### src/rtl/ita_bus_arb_pkg.sv
// Shared definitions for the intagent register-port arbiter.
// Latency: n/a (types, constants and a helper only).
// Backpressure: n/a.
package ita_bus_arb_pkg;

    localparam int PC_SIZE     = 32;
    localparam int XLEN        = 32;
    localparam int ARB_AW      = PC_SIZE;
    localparam int ARB_DW      = XLEN;
    localparam int ARB_TIMEOUT = 16;
    localparam int ARB_TOW     = 8;

    typedef enum logic [1:0] {
        ARB_IDLE = 2'd0,
        ARB_BUSY = 2'd1,
        ARB_RESP = 2'd2
    } arb_state_t;

    // A request must carry exactly one of wr/rd; anything else is rejected.
    function automatic logic req_malformed(input logic wr, input logic rd);
        return (wr == rd);
    endfunction

endpackage

### src/rtl/ita_arb_rr2.sv
// Two-way round-robin grant: picks the single requester, or rr_ptr on a tie.
// Latency: combinational.
// Backpressure: none; the caller decides when the grant is consumed.
module ita_arb_rr2 (
    input  logic [1:0] req,
    input  logic       rr_ptr,
    output logic       gnt_vld,
    output logic       gnt_idx
);

    // Tie goes to the pointer; otherwise the lone requester (req[1] set means master 1).
    always_comb begin
        gnt_vld = |req;
        gnt_idx = (req == 2'b11) ? rr_ptr : req[1];
    end

endmodule

### src/rtl/ita_bus_arb.sv
// Two-master to one-slave sequencer for the intagent register port, with timeout and malformed-request rejection.
// Latency: grant in IDLE -> s_valid next cycle -> mN_ready the cycle after s_ready (3 cycles minimum per access).
// Backpressure: slave stalls by withholding s_ready up to TIMEOUT cycles; masters hold mN_valid until mN_ready.
module ita_bus_arb
    import ita_bus_arb_pkg::*;
#(
    parameter int AW      = ARB_AW,
    parameter int DW      = ARB_DW,
    parameter int TIMEOUT = ARB_TIMEOUT,
    parameter int TOW     = ARB_TOW
) (
    input  logic          clk,
    input  logic          rst,
    input  logic          m0_valid,
    input  logic          m0_wr,
    input  logic          m0_rd,
    input  logic [AW-1:0] m0_addr,
    input  logic [DW-1:0] m0_wdata,
    output logic          m0_ready,
    output logic [DW-1:0] m0_rdata,
    output logic          m0_err,
    input  logic          m1_valid,
    input  logic          m1_wr,
    input  logic          m1_rd,
    input  logic [AW-1:0] m1_addr,
    input  logic [DW-1:0] m1_wdata,
    output logic          m1_ready,
    output logic [DW-1:0] m1_rdata,
    output logic          m1_err,
    output logic          s_valid,
    output logic          s_wr,
    output logic          s_rd,
    output logic [AW-1:0] s_addr,
    output logic [DW-1:0] s_wdata,
    input  logic [DW-1:0] s_rdata,
    input  logic          s_ready,
    output logic          arb_busy,
    output logic          arb_owner
);

    localparam logic [TOW-1:0] TCNT_LAST = TOW'(TIMEOUT - 1);

    arb_state_t    state_q, state_d;
    logic          rr_ptr_q;
    logic          owner_q;
    logic          wr_q, rd_q;
    logic [AW-1:0] addr_q;
    logic [DW-1:0] wdata_q;
    logic [TOW-1:0] tcnt_q;
    logic [DW-1:0] rsp_rdata_q;
    logic          rsp_err_q;

    logic          gnt_vld, gnt_idx;
    logic          sel_wr, sel_rd;
    logic [AW-1:0] sel_addr;
    logic [DW-1:0] sel_wdata;
    logic          tmo_hit;
    logic          in_busy, in_resp;

    ita_arb_rr2 u_rr2 (
        .req     ({m1_valid, m0_valid}),
        .rr_ptr  (rr_ptr_q),
        .gnt_vld (gnt_vld),
        .gnt_idx (gnt_idx)
    );

    // Request fields of whichever master the round-robin picked this cycle.
    always_comb begin
        sel_wr    = gnt_idx ? m1_wr    : m0_wr;
        sel_rd    = gnt_idx ? m1_rd    : m0_rd;
        sel_addr  = gnt_idx ? m1_addr  : m0_addr;
        sel_wdata = gnt_idx ? m1_wdata : m0_wdata;
        tmo_hit   = (tcnt_q == TCNT_LAST);
    end

    // State register; reset aborts any transaction in flight.
    always_ff @(posedge clk) begin
        if (rst) begin
            state_q <= ARB_IDLE;
        end else begin
            state_q <= state_d;
        end
    end

    // Next state and all outputs; slave handshake beats the timeout when both land together.
    always_comb begin
        state_d = state_q;
        unique case (state_q)
            ARB_IDLE: begin
                if (gnt_vld) begin
                    state_d = req_malformed(sel_wr, sel_rd) ? ARB_RESP : ARB_BUSY;
                end
            end
            ARB_BUSY: begin
                if (s_ready || tmo_hit) begin
                    state_d = ARB_RESP;
                end
            end
            ARB_RESP: begin
                state_d = ARB_IDLE;
            end
            default: begin
                state_d = ARB_IDLE;
            end
        endcase

        in_busy   = (state_q == ARB_BUSY);
        in_resp   = (state_q == ARB_RESP);

        s_valid   = in_busy;
        s_wr      = in_busy & wr_q;
        s_rd      = in_busy & rd_q;
        s_addr    = in_busy ? addr_q  : '0;
        s_wdata   = in_busy ? wdata_q : '0;

        m0_ready  = in_resp & ~owner_q;
        m1_ready  = in_resp &  owner_q;
        m0_rdata  = m0_ready ? rsp_rdata_q : '0;
        m1_rdata  = m1_ready ? rsp_rdata_q : '0;
        m0_err    = m0_ready & rsp_err_q;
        m1_err    = m1_ready & rsp_err_q;

        arb_busy  = (state_q != ARB_IDLE);
        arb_owner = owner_q;
    end

    // Request latch, timeout counter, response capture and fairness pointer.
    always_ff @(posedge clk) begin
        if (rst) begin
            rr_ptr_q    <= 1'b0;
            owner_q     <= 1'b0;
            wr_q        <= 1'b0;
            rd_q        <= 1'b0;
            addr_q      <= '0;
            wdata_q     <= '0;
            tcnt_q      <= '0;
            rsp_rdata_q <= '0;
            rsp_err_q   <= 1'b0;
        end else begin
            unique case (state_q)
                ARB_IDLE: begin
                    tcnt_q <= '0;
                    if (gnt_vld) begin
                        owner_q <= gnt_idx;
                        wr_q    <= sel_wr;
                        rd_q    <= sel_rd;
                        addr_q  <= sel_addr;
                        wdata_q <= sel_wdata;
                        if (req_malformed(sel_wr, sel_rd)) begin
                            rsp_err_q   <= 1'b1;
                            rsp_rdata_q <= '0;
                        end
                    end
                end
                ARB_BUSY: begin
                    tcnt_q <= tcnt_q + 1'b1;
                    if (s_ready) begin
                        rsp_rdata_q <= rd_q ? s_rdata : '0;
                        rsp_err_q   <= 1'b0;
                    end else if (tmo_hit) begin
                        rsp_rdata_q <= '0;
                        rsp_err_q   <= 1'b1;
                    end
                end
                ARB_RESP: begin
                    rr_ptr_q <= ~owner_q;
                    tcnt_q   <= '0;
                end
                default: begin
                    tcnt_q <= '0;
                end
            endcase
        end
    end

endmodule

### config.mk
export PLATFORM = sky130hd
export DESIGN_NAME = ita_bus_arb
export DESIGN_NICKNAME = d
export VERILOG_FILES = /design/src/rtl/ita_bus_arb_pkg.sv /design/src/rtl/ita_arb_rr2.sv /design/src/rtl/ita_bus_arb.sv
export SDC_FILE = /design/constraint.sdc
export NUM_CORES = 1
export LEC_CHECK = 0
export ABC_AREA = 1
export BUFFER_PORTS_ARGS = -buffer_cell sky130_fd_sc_hd__buf_4
export CAP_MARGIN = 20
export CORE_ASPECT_RATIO = 1.25
export CORE_MARGIN = 2
export CORE_UTILIZATION = 30
export CTS_BUF_LIST = sky130_fd_sc_hd__clkbuf_16
export DETAILED_ROUTE_END_ITERATION = 7
export GPL_ROUTABILITY_DRIVEN = 0
export HOLD_SLACK_MARGIN = 0.12
export PLACE_DENSITY = 0.61
export SLEW_MARGIN = 20
export SYNTH_ARGS = -nofsm -noshare
export SYNTH_HDL_FRONTEND = slang
export SYNTH_SLANG_ARGS = --single-unit
export TNS_END_PERCENT = 5
### constraint.sdc
create_clock -name clk -period 2.5 [get_ports clk]
set_clock_uncertainty 0.15 [all_clocks]
set_input_delay 0.375 -clock clk [delete_from_list [all_inputs] [get_ports clk]]
set_output_delay 0.375 -clock clk [all_outputs]
set_load 0.02 [all_outputs]
==> results of run 1 <==
==> per-layer routing <==
metal,wire length [um],GRT usage (%),share of wire (%),vias to the layer above
li1,-,-,-,3586
met1,8330,21.1,43,3009
met4,364,6.01,1.9,0
met3,1380,4.04,7.1,23
met2,9290,30.4,48,226
met5,0,0,0,-
==> sequential cells by signal (all words and copies together) (netlist names) <==
| register | cells |
|---|---|
| tcnt_q | 8 |
| state_q | 2 |
| rd_q | 1 |
| rr_ptr_q | 1 |
| addr_q | 32 |
| wr_q | 1 |
| arb_owner | 1 |
| wdata_q | 32 |
| rsp_err_q | 1 |
| rsp_rdata_q | 32 |
==> final cells by class <==
type | instances | area [sq um] | area share, %
Inverter | 188 | 711 | 7.92
Tap cell | 270 | 338 | 3.77
Timing Repair Buffer | 326 | 2520 | 28.1
Multi-Input combinational cell | 619 | 2890 | 32.2
Clock buffer | 9 | 225 | 2.51
Clock inverter | 7 | 53.8 | 0.600
Sequential cell | 111 | 2220 | 24.8
Timing Repair inverter | 1 | 7.51 | 0.0837
==> cell families after synthesis <==
group	after synthesis	synth area share, %
XOR/XNOR	1	0.142
AND/OR/NAND/NOR	505	34.5
adder cells (fa/ha/maj)	1	0.203
AO/OA/AOI/OAI	112	11.8
buffers and inverters	261	17.3
flip-flops	111	36.1
==> synthesized netlist by cell type, drive strengths merged <==
cell type and count:
or2 1, o211ai 64, nand3 135, ha 1, xnor2 1, nand2 182, nor4 1, dfxtp 111
nor3 4, a21oi 41, nor2 181, inv 188, clkbuf 27, nand3b 1, o21bai 1, buf 46
a211oi 1, o21ai 5
==> where the power goes <==
part           switching [uW]  total [uW]  internal [uW]  leakage (uW)
clock                     694        1380            688      0.000136
sequential                164        2240           2080      0.000918
combinational            1200        2010            806       0.00347
==> worst register-to-register path: cells and delay by family (launching register included) <==
| kind | cells | cell delay, ns |
|---|---|---|
| flops | 1 | 0.36 |
| compound gates | 1 | 0.15 |
| buf+inv | 3 | 0.47 |
| simple gates | 3 | 0.77 |
==> worst paths after layout <==
check             slack (ns)  cells past startpoint                 endpoint
setup / recovery        0.17                      7             m0_rdata[24]
hold / removal          0.20                      5  addr_q[28]$_SDFFE_PP0P_
setup reg to reg        0.51                      7   addr_q[7]$_SDFFE_PP0P_
hold reg to reg         0.29                      1     tcnt_q[0]$_SDFF_PP0_
==> through the flow <==
| stage | cells | power [uW] | hold WS, ns | area, sq um | worst slack [ns] |
|---|---|---|---|---|---|
| after global routing | 1531 | 6070 | 0.210 | 8970 | 0.0300 |
| after floorplan | 991 | 3610 | 0.268 | 6160 | 0.396 |
| after detailed placement | 1510 | 4270 | 0.284 | 8630 | 0.384 |
| after CTS | 1527 | 5680 | 0.185 | 8910 | -0.00330 |
| after global placement | 1510 | 4260 | 0.284 | 8630 | 0.417 |
| final | 1531 | 5630 | 0.203 | 8970 | 0.174 |
==> timing repair <==
action                     in CTS  in global routing
hold buffers                    1                  0
gates cloned                    0                  1
pin swaps                       0                  1
hold endpoints to repair        4                  0
setup endpoints to repair       5                 39
buffers inserted                0                  3
gates resized for setup         0                  6
==> impl_metrics.yaml, run 1 <==
sta:
  slew_headroom_pct: 59.5
  setup_viol: 0
  maxSlewViolCount: 0
  period_share_pct: 93.0
  hold_violations: 0
  fin_tns_setup_ns: 0
  layout_min_cycle_time_ns: 2.33
  timing.fmax_mhz: 430
  rsz0062_at_grt: "false"
  worst_pin_slew_ns: 0.608
clock_tree:
  clkLatencyLatePin_ns: 0.34
  cts.clk_slew.worst_paths_ns: 0.08
  cts_root_buf: "clkbuf_16"
  htreeDepth: 3
  ctsLongestPathBuffers: 2
  clock-sinks: 111
  cts_tree: "done"
  cts_buffers: 9
critical_path:
  crit_fanout: 10
  crit_start: "state_q[1]$_SDFFE_PP0P_"
  arrival_ns: 1.80
  path_cells: "nand2_1 -> nor2_4 -> clkinvlp_4 -> buf_4 -> buf_4 -> nor2_1 -> buf_4"
  crit_family: "buffers and inverters"
  crit_type: "flop to output pin"
  cp-end-kind: "output pin"
  worstPathRequired_ns: 1.98
  cp_num_buf_inv: 4
  cpMostUsedCell: "buf_4"
  slowest_delay_ns: 0.42
  cp-start-kind: "flop"
  cp_slowest_cell: "dfxtp_1"
  r2r_start: "state_q[1]$_SDFFE_PP0P_"
yosys:
  synth_top_area_cell: "dfxtp_1"
  seq_area_frac_synth_pct: 36.1
  synth.avg_cell_area_sq_um: 6.22
  netlist_instances: 991
  synth_cell_types: 25
  syn_area_sq_um: 6160
  synth.ff_latch_count: 111
  syn_nets: 1161
  yosysWarnings: 0
  yosys-top-cells-area: "dfxtp_1 36%, nand3_1 11%, nand2_1 11%"
  synth_top_cell_area_share_pct: 36.1
power:
  leakagePower_uw: 0.00453
  power_density_nw_per_um2: 628
  ir_drop_mv: 0.363
finish:
  utilization_pct: 44.5
  syn_to_final_growth_pct: 45.6
  fillers: 2214
  fin_nets: 1426
  antenna_cells: 0
  drive_gt1_share_pct: 31.4
  final_cell_mix: "319 x buf_4, 177 x nand2_1, 174 x nor2_1, 147 x inv_1, 134 x nand3_1"
  layout_commonest_cell: "buf_4"
detailed_routing:
  wire_per_inst_um: 12.7
  route.vias.total: 6844
  antenna_left: 0
  dr.pass1.iters: 5
  drt_iter0_markers: 286
  routed_wl_um: 19400
  via_per_inst: 4.47
  drc: 0
die:
  core-area_sq_um: 20200
  die_w_um: 132
  dieHeight_um: 164
  dieArea_sq_um: 21700
  rows: 58
  ios: 306
  initial_core_util_pct: 30.6
hold_path:
  min_from: "m1_addr[28]"
  hold_class: "input port to flop"
job:
  max_cap_violations: 0
global_routing:
  overflow: 0
  grt_pass1_vias: 6257
  grt_max_degree: 129
  track_usage_pct: 17.4
  grt_pass1_wl_um: 30900
  antenna_found_initial: 0
placement:
  port_buffers: 305
  hpwl_um: 14000
status:
  status: "finished, final reports clean"
Power figures use the tool's default switching activity.
==> inputs of run 2 (changes only) <==
==> constraint.sdc (replaced) <==
create_clock -name clk -period 2.5 [get_ports clk]
set_clock_uncertainty 0.15 [all_clocks]
set_input_delay 0.5 -clock clk [delete_from_list [all_inputs] [get_ports clk]]
set_output_delay 0.5 -clock clk [all_outputs]
set_load 0.02 [all_outputs]
==> run 2 against run 1 <==
Net effect:
- die area stayed put
- design area down 0.39%
- worst setup slack lost 0.019 ns
- clock power increased by 5%
- sequential share of layout area increased by 0.097 points
- global-route usage is 0.081 points higher
- highest routed layer unchanged
==> impl_metrics.yaml, run 2 (synthesis gave the netlist of run 1 again) <==
status:
  status: "finished, final reports clean"
finish:
  fillers: 2177
  syn_to_final_growth_pct: 45.0
  fin_nets: 1418
  final_cells: 1523
  final_cell_mix: "311 x buf_4, 177 x nand2_1, 175 x nor2_1, 150 x inv_1, 134 x nand3_1"
  antenna_cells: 0
  multiInputGateArea_sq_um: 2880
  reg_top3: "addr_q (32), rsp_rdata_q (32), wdata_q (32)"
  layout_commonest_cell: "buf_4"
  ff_latch_area_sq_um: 2220
  drive_gt1_share_pct: 30.6
critical_path:
  r2r_end: "addr_q[13]$_SDFFE_PP0P_"
  crit_fanout: 38
  crit_type: "flop to output pin"
  r2r_start: "state_q[1]$_SDFFE_PP0P_"
  rrSetupSlack_ns: 0.53
  cp-end-kind: "output pin"
  ff2ff_path_depth: 7
  arrival_ns: 1.70
  cp-start-kind: "flop"
  worstPathRequired_ns: 1.85
sta:
  hold_violations: 0
  timing.fmax_mhz: 426
  rsz0062_at_grt: "false"
  setup_viol: 0
  fin_tns_setup_ns: 0
  layout_min_cycle_time_ns: 2.35
  worst_pin_slew_ns: 0.586
  period_share_pct: 93.8
  maxSlewViolCount: 0
  slew_headroom_pct: 60.9
placement:
  hpwl_um: 14100
  dp.cells: 1507
  port_buffers: 305
job:
  max_cap_violations: 0
power:
  power_density_nw_per_um2: 633
  ir_drop_mv: 0.303
  leakagePower_uw: 0.00451
hold_path:
  hold_class: "input port to flop"
  hold_depth: 2
  hold_end: "arb_owner$_SDFFE_PP0P_"
  min_from: "rst"
global_routing:
  grt_pass1_wl_um: 30900
  grt_max_degree: 129
  use_met1_pct: 22.2
  grt_pass1_vias: 6216
  grtUsageMet2_pct: 30.2
  antenna_found_initial: 0
  gr-max-usage-layer: "met2"
  grt_util_met3_pct: 3.80
  track_usage_pct: 17.5
  overflow: 0
die:
  die_w_um: 132
  rows: 58
  core-area_sq_um: 20200
  initial_core_util_pct: 30.6
  ios: 306
  dieHeight_um: 164
  dieArea_sq_um: 21700
clock_tree:
  clkLatencyLatePin_ns: 0.35
  htreeDepth: 3
  holdBufCountCts: 0
  clock-sinks: 111
  cts_tree: "done"
  ctsLongestPathBuffers: 2
  post_cts_buffers: 0
  cts_root_buf: "clkbuf_16"
  cts_resized: 1
  cts.clk_slew.worst_paths_ns: 0.08
  cts_buffers: 9
detailed_routing:
  routed_wl_um: 19400
  route.vias.total: 6734
  via_per_inst: 4.42
  antenna_left: 0
  wire_per_inst_um: 12.7
  drt_iter0_markers: 337
  dr.pass1.iters: 4
  drc: 0
run 2: cell types whose count changed in the layout (fill, tap and decap cells not counted), moves of 2 or more:
cell | before | now
buf_4 | 319 | 311
inv_1 | 147 | 150
buf_12 | 6 | 8
inv_2 | 39 | 37
inv_6 | 2 | 0
run 2: where the power goes:
group	switching (uW)	leakage (uW)	internal, uW
clock network	680	0.000138	771
logic	1180	0.00346	788
registers	164	0.000918	2080
run 2: how the worst max path moves through the flow:
| stage | endpoint | from |
|---|---|---|
| 2_1_floorplan | m1_rdata[10] | arb_owner$_SDFFE_PP0P_ |
| 3_3_place_gp | s_wdata[20] | state_q[0]$_SDFFE_PP0P_ |
| 3_5_place_dp | s_wdata[29] | state_q[0]$_SDFFE_PP0P_ |
| 4_1_cts | s_wdata[29] | state_q[0]$_SDFFE_PP0P_ |
| 5_1_grt | m0_rdata[6] | state_q[0]$_SDFFE_PP0P_ |
| 6_report | s_wdata[29] | state_q[0]$_SDFFE_PP0P_ |
run 2: worst max-delay path, cell delays in order, from the launching register on:
cell and delay, ns:
dfxtp_1 0.41, inv_2 0.09, nor2_4 0.15, inv_4 0.17, buf_12 0.22, nor2_1 0.13
buf_4 0.16
run 2: cell type report:
cell class | instances | area share [%]
well taps | 270 | 3.78
clock buffers | 9 | 2.52
inverters | 188 | 7.94
clock inverters | 7 | 0.728
repair buffers | 319 | 27.9
flip-flops and latches | 111 | 24.9
multi-input cells | 619 | 32.2
run 2: per-layer routing:
layer	vias up	share of wire [%]	routed length [um]
met5	-	0	0
met1	2932	44	8500
li1	3574	-	-
met2	218	48	9340
met4	0	1.2	233
met3	10	6.9	1330
run 2: metrics by stage:
| step | instance area [sq um] | worst slack [ns] | hold slack (ns) | power, uW | util (%) |
|---|---|---|---|---|---|
| 6_report | 8940 | 0.155 | 0.237 | 5660 | 44.3 |
| 5_1_grt | 8940 | 0.0129 | 0.229 | 6090 | 44.3 |
| 4_1_cts | 8930 | 0.117 | 0.217 | 5740 | 44.3 |
| 3_5_place_dp | 8640 | 0.293 | 0.289 | 4260 | 42.8 |
| 3_3_place_gp | 8640 | 0.360 | 0.283 | 4250 | 42.8 |
| 2_1_floorplan | 6160 | 0.271 | 0.268 | 3610 | - |
